`config.mk`:
```
export PLATFORM = sky130hd
export DESIGN_NAME = a2_deser
export DESIGN_NICKNAME = d
export VERILOG_FILES = /design/src/rtl/a2_deser.sv
export SDC_FILE = /design/constraint.sdc
export NUM_CORES = 1
export LEC_CHECK = 0
export ABC_AREA = 1
export BUFFER_PORTS_ARGS = -buffer_cell sky130_fd_sc_hd__buf_2
export CAP_MARGIN = 20
export CORE_ASPECT_RATIO = 0.6
export CORE_UTILIZATION = 45
export DETAILED_ROUTE_END_ITERATION = 6
export GPL_TIMING_DRIVEN = 0
export PLACE_DENSITY = 0.72
export SYNTH_ARGS = -nofsm -noshare
export SYNTH_HDL_FRONTEND = slang
export SYNTH_SLANG_ARGS = --single-unit
```
`constraint.sdc`:
```
create_clock -name clk_i -period 1.45 [get_ports clk_i]
set_input_delay 0.2175 -clock clk_i [delete_from_list [all_inputs] [get_ports clk_i]]
set_output_delay 0.2175 -clock clk_i [all_outputs]
set_load 0.02 [all_outputs]
```
`src/rtl/a2_deser.sv`:
```
// a2_deser: serial-to-parallel receiver rebuilding variable-length words.
// Optional build macro A2_DESER_LSB_FIRST_EN selects LSB-first bit placement.
module a2_deser #(
    parameter int WIDTH    = 12,
    parameter int VAL_BITS = 4
) (
    input  logic                clk_i,
    input  logic                arst_n_i,
    input  logic                data_i,
    input  logic                data_val_i,
    output logic [WIDTH-1:0]    deser_data_o,
    output logic [VAL_BITS-1:0] deser_data_mod_o,
    output logic                deser_data_val_o,
    output logic                busy_o
);

    generate
        if (VAL_BITS < $clog2(WIDTH + 1)) begin : g_bad_val_bits
            $error("a2_deser: VAL_BITS too small for WIDTH");
        end
    endgenerate

    typedef enum logic {
        IDLE,
        RECV
    } state_t;

    state_t              state_q, state_d;
    logic [WIDTH-1:0]    shreg_q, shreg_d;
    logic [VAL_BITS-1:0] cnt_q, cnt_d;
    logic [WIDTH-1:0]    data_q;
    logic [VAL_BITS-1:0] mod_q;
    logic                val_q;

    logic                emit;
    logic [WIDTH-1:0]    emit_data;
    logic [VAL_BITS-1:0] emit_mod;
    logic [WIDTH-1:0]    first_bit;
    logic [WIDTH-1:0]    shifted;

    assign first_bit = WIDTH'(data_i);

`ifdef A2_DESER_LSB_FIRST_EN
    assign shifted = shreg_q | (first_bit << cnt_q);
`else
    assign shifted = (shreg_q << 1) | first_bit;
`endif

    always_comb begin
        state_d   = state_q;
        shreg_d   = shreg_q;
        cnt_d     = cnt_q;
        emit      = 1'b0;
        emit_data = shreg_q;
        emit_mod  = cnt_q;
        unique case (state_q)
            IDLE: begin
                if (data_val_i) begin
                    if (WIDTH == 1) begin
                        emit      = 1'b1;
                        emit_data = first_bit;
                        emit_mod  = VAL_BITS'(1);
                    end else begin
                        shreg_d = first_bit;
                        cnt_d   = VAL_BITS'(1);
                        state_d = RECV;
                    end
                end
            end
            RECV: begin
                if (data_val_i) begin
                    if (cnt_q == VAL_BITS'(WIDTH - 1)) begin
                        emit      = 1'b1;
                        emit_data = shifted;
                        emit_mod  = VAL_BITS'(WIDTH);
                        shreg_d   = '0;
                        cnt_d     = '0;
                        state_d   = IDLE;
                    end else begin
                        shreg_d = shifted;
                        cnt_d   = cnt_q + VAL_BITS'(1);
                    end
                end else begin
                    // Gap in the strobe closes the word at its current length.
                    emit    = 1'b1;
                    shreg_d = '0;
                    cnt_d   = '0;
                    state_d = IDLE;
                end
            end
            default: state_d = IDLE;
        endcase
    end

    always_ff @(posedge clk_i or negedge arst_n_i) begin
        if (!arst_n_i) begin
            state_q <= IDLE;
            shreg_q <= '0;
            cnt_q   <= '0;
            data_q  <= '0;
            mod_q   <= '0;
            val_q   <= 1'b0;
        end else begin
            state_q <= state_d;
            shreg_q <= shreg_d;
            cnt_q   <= cnt_d;
            val_q   <= emit;
            if (emit) begin
                data_q <= emit_data;
                mod_q  <= emit_mod;
            end
        end
    end

    assign deser_data_o     = data_q;
    assign deser_data_mod_o = mod_q;
    assign deser_data_val_o = val_q;
    assign busy_o           = (state_q == RECV);

endmodule

```
# Word level (Yosys, flattened, before mapping)
# Index checks and enable logic that the tools add are counted.
word_totals:
  ram_bits: 0
  latchBits: 0
  memories: 0
  out_inout_bits: 18
  elab_cells: 32
  regBits: 34
  rom_bits: 0
classes:
  n_lt_le_gt_ge: 0
  bitwise_logic: 2
  div_mod_pow: 0
  mul: 0
  n_addsub: 1
  n_reduce_logical: 0
  n_mux: 21
  shifts: 0
  n_eq_ne: 2
ops:
  columns: ["op", "n"]
  rows:
  - ["$mux W12", 6]
  - ["$mux W4", 6]
  - ["$pmux W12 S2", 1]
  - ["$or A12 B1 Y12", 1]
  - ["$pmux W4 S2", 1]
  - ["$mux W1", 6]
  - ["$add A4 B1 Y4 const B", 1]
  - ["$eq A4 B4 Y1 const B", 1]
  - ["$ne A2 B2 Y1 const B", 1]
  - ["$pmux W1 S2", 1]
  - ["$not A1 Y1", 1]

# Logic depth before layout (Yosys ltp)
logic_depth:
  ltp_word: 4
  ltp_mapped: 8
  ltp_nobuf: 7

# Worst setup path before layout
# OpenSTA, ideal clock, no wires.
synth_path:
  kind: "register to register"
  from: "register cnt_q[0]"
  to: "register data_q[10], in the netlist deser_data_o[10]"
  arrival_time_ns: 1.204
  setup_ns: 0.117
  path_buffers: 1
  path_stages_with_launch: 9
  path_slack_ns: 0.129
  path_cell_list: "dfrtp_1 -> ha_1 -> nand2_1 -> nor2_2 -> nand2_1 -> buf_2 -> nand2_1 -> nand3_1 -> nand2_1"
synth_between:
  elab_chain_len: 4
  elab_cells_between_ends: 7
  cone_classes: "eq/ne: 1; mux: 6"
synth_lines:
  columns: ["element", "line", "source"]
  rows:
  - ["start: declaration", "30", "logic [VAL_BITS-1:0] cnt_q, cnt_d;"]
  - ["start signal: assignment", "106", "cnt_q <= cnt_d;"]
  - ["$eq A4 B4 Y1 (*)", "72", "if (cnt_q == VAL_BITS'(WIDTH - 1)) begin"]
  - ["$mux W12 or $mux W1 (tied branches)", "72", null]
  - ["$mux W12 or $mux W1 (tied branches)", "71", "if (data_val_i) begin"]
  - ["$mux W12 or $mux W1 (tied branches)", "56", "unique case (state_q)"]
  - ["end signal: assignment", "109", "data_q <= emit_data;"]
  - ["end: declaration", "31", "logic [WIDTH-1:0] data_q;"]
# Every way passes the cells marked *; elsewhere a longest branch is shown, timed or not.
# A chain may end at the register's enable or synchronous reset.

# Worst setup path after layout
layout_path:
  from: "register cnt_q[1]"
  to: "register shreg_q[1]"
layout_between:
  elab_chain_len: 4
layout_lines:
  columns: ["element", "line", "source"]
  rows:
  - ["$eq A4 B4 Y1", "72", null]
  - ["$mux W12", "72", null]
  - ["$mux W12", "71", null]
  - ["$pmux W12 S2", "56", null]
  - ["end signal: assignment", "105", "shreg_q <= shreg_d;"]
  - ["end: declaration", "29", "logic [WIDTH-1:0] shreg_q, shreg_d;"]
# No other way between the ends.

==> results.sh <==
export IMPL_synthesis_nets=173
export IMPL_clockBufferDepth=2
export IMPL_vias=1244
export IMPL_layout_nets=209
export IMPL_drt_wl_total_mm=3.37
export IMPL_first_iter_violations=82
export IMPL_core_area_um2=3000
export IMPL_yosysWarnings=0
export IMPL_start_util_pct=49.5
export IMPL_post_synth_num_cell_types=19
export IMPL_viasPerCell=5.04
export IMPL_p_leak_nw=1.01
export IMPL_synth_top_cell_by_area="dfrtp_1"
export IMPL_synth_xor_area_share_pct=0.589
export IMPL_clkTransAtPathRegs_ns=0.07
export IMPL_ys_seq_area_share_pct=57.2
export IMPL_skew_ns=0.00782
export IMPL_synth_top_family_by_area="simple AND/OR/NAND/NOR gates"
export IMPL_crit_required_ns=1.61
export IMPL_final_cell_area_um2=1840
export IMPL_final_cell_mix="50 x nand2_1, 33 x dfrtp_1, 26 x nand3_1"
export IMPL_synth_area_top_cells="dfrtp_1 57%, nand2_1 13%, nand3_1 8.8%, o22ai_1 5.5%, inv_1 4.3%"
export IMPL_fin_crit_sh_pct=94.4
export IMPL_cts_sinks=34
export IMPL_status="complete, but fails checks"
export IMPL_drive_above_1_share_pct=25.9
export IMPL_grt_pass1_wl_mm=5.22
export IMPL_placed_area_um2=1640
export IMPL_hold_viol=34
export IMPL_io_buffers=21
export IMPL_fmax_mhz=730
export IMPL_cts_root_buf="clkbuf_8"
export IMPL_area_growth_pct=23.6
export IMPL_cts_hold_fix_buffers=0
export IMPL_cts_made_buffers=5
export IMPL_drv_cap=0
export IMPL_firstDrtPassIters=4
export IMPL_final_common_cell="nand2_1"
export IMPL_max_slew_margin_rel_pct=51.3
export IMPL_setup_viol=0
export IMPL_rows=15
export IMPL_end_kind="register"
export IMPL_critical_path_class="register to register"
export IMPL_io_pins=22
export IMPL_slew_viol_final=0
export IMPL_place_hpwl_mm=2.18
export IMPL_die_y_um=46.5
export IMPL_clk_latency_ns=0.30
export IMPL_synth_top_area_share_pct=57.2
export IMPL_synthAdderAreaFrac_pct=0.842
export IMPL_cts_tree="yes"
export IMPL_antenna_cells=0
export IMPL_critical_path_arrival_ns=1.53
export IMPL_power_density_nw_per_um2=1210
export IMPL_htree_levels=2
export IMPL_period_needed_ns=1.37
export IMPL_min_path_type="input port to asynchronous set/reset pin"
export IMPL_start_kind="register"
export IMPL_drc=0
export IMPL_synth_area_um2=1490
export IMPL_grt_overflow=0
export IMPL_holdWs_ns=-0.0245
export IMPL_grt_pass1_vias=1141
export IMPL_synthMuxAreaShare_pct=0
export IMPL_setup_slack_ns=0.0807
export IMPL_tightest_slew_ns=0.730
export IMPL_synth_cells=168
export IMPL_antenna_found_initial=0
export IMPL_track_usage_pct=20.4
export IMPL_post_synth_cell_area_avg_um2=8.85
export IMPL_gp_congestion=0.766
export IMPL_worstPathMaxFanout=10
export IMPL_synth_ff_latch_count=34
export IMPL_peakVddDrop_mv=0.779
export IMPL_grt_max_degree=35
export IMPL_synth_compound_area_share_pct=8.25
export IMPL_place_ws_ns=-0.0557
export IMPL_antenna_left=0
export IMPL_die_w_um=76.2
export IMPL_n_fill_cell=268
export IMPL_wl_per_cell_um=13.7
export IMPL_dieArea_um2=3540
export IMPL_synth_simple_gate_area_share_pct=25.3
export IMPL_violations="hold timing"
## stage by stage
stage / power, W / std cells / TNS (ns) / hold slack, ns / utilization (%)
2_1_floorplan: 0.00130 / 168 / 0 / -0.0781 / -
3_3_place_gp: 0.00141 / 231 / -0.217 / 0.316 / 54.8
3_5_place_dp: 0.00143 / 231 / -0.445 / 0.323 / 54.8
4_1_cts: 0.00216 / 240 / 0 / 0.00817 / 58.4
5_1_grt: 0.00231 / 247 / -0.0248 / 0.0371 / 61.2
6_report: 0.00222 / 247 / 0 / -0.0245 / 61.2
## metal layers
layer | vias up | track usage (%) | part of all wire, %
met2 | 38 | 32.5 | 44
met4 | 0 | 11.5 | 2.2
li1 | 620 | - | -
met5 | - | 0 | 0
met3 | 9 | 5.54 | 5.3
met1 | 577 | 26.2 | 48
## worst max-delay path, stage by stage (launching register included)
cell and delay [ns]:
dfrtp_1 0.41, ha_4 0.18, nand3_2 0.13, nand2_1 0.16, buf_2 0.25, o22ai_1 0.11
## repair_timing
| action | in CTS | in global routing |
|---|---|---|
| setup endpoints to repair | 15 | 22 |
| pin swaps | 0 | 3 |
| setup buffers | 1 | 7 |
| resized for setup | 3 | 9 |
## state kept, by name (all words and copies together) (netlist names)
register	cells
deser_data_mod_o	4
deser_data_val_o	1
shreg_q	12
deser_data_o	12
cnt_q	4
busy_o	1
## final cells by class
class                           instances  area, um^2  area share (%)
Tap cell                               42        52.6            2.86
Inverter                               19        71.3            3.88
Sequential cell                        34         852            46.4
Multi-Input combinational cell        108         548            29.8
Clock buffer                            7        86.3            4.70
Clock inverter                          1        5.00           0.272
Buffer                                  7        56.3            3.07
Timing Repair Buffer                   29         165            8.99
## cell families (layout without fill, tap and decap cells)
kind of cell,count (synthesis),in the layout
AOI/OAI and AO/OA,19,19
xor gates and xnor gates,1,1
adders and majority gates,1,1
buffers and inverters,26,63
DFF,34,34
and+or+nand+nor,87,87
## cell usage after synthesis
library cell	count
nand2_1	52
dfrtp_1	34
nand3_1	26
inv_1	17
o22ai_1	13
buf_2	5
o21ai_0	5
nor2_1	4
inv_2	2
a21oi_4	1
buf_4	1
buf_6	1
ha_1	1
nand2_2	1
nand3_2	1
nand3b_1	1
nand4_1	1
nor2_2	1
xnor2_1	1
## final timing paths
| check | endpoint | slack (ns) | depth (start not counted) | start |
|---|---|---|---|---|
| min in group clk_i | shreg_q[0] | 0.18 | 3 | data_i |
| hold / removal | deser_data_mod_o[3] | -0.02 | 1 | arst_n_i |
| max in group asynchronous | cnt_q[2] | 0.97 | 1 | arst_n_i |
| hold reg to reg | deser_data_o[9] | 0.47 | 2 | deser_data_o[9] |
| setup / recovery | shreg_q[1] | 0.08 | 5 | cnt_q[1] |
| setup reg to reg | shreg_q[1] | 0.08 | 5 | cnt_q[1] |
## power breakdown
group / internal (W) / switching [W]
Combinational: 0.000158 / 0.000263
Clock: 0.000383 / 0.000347
Sequential: 0.00102 / 0.0000553
Note: power is estimated with default switching activity, not from simulation.
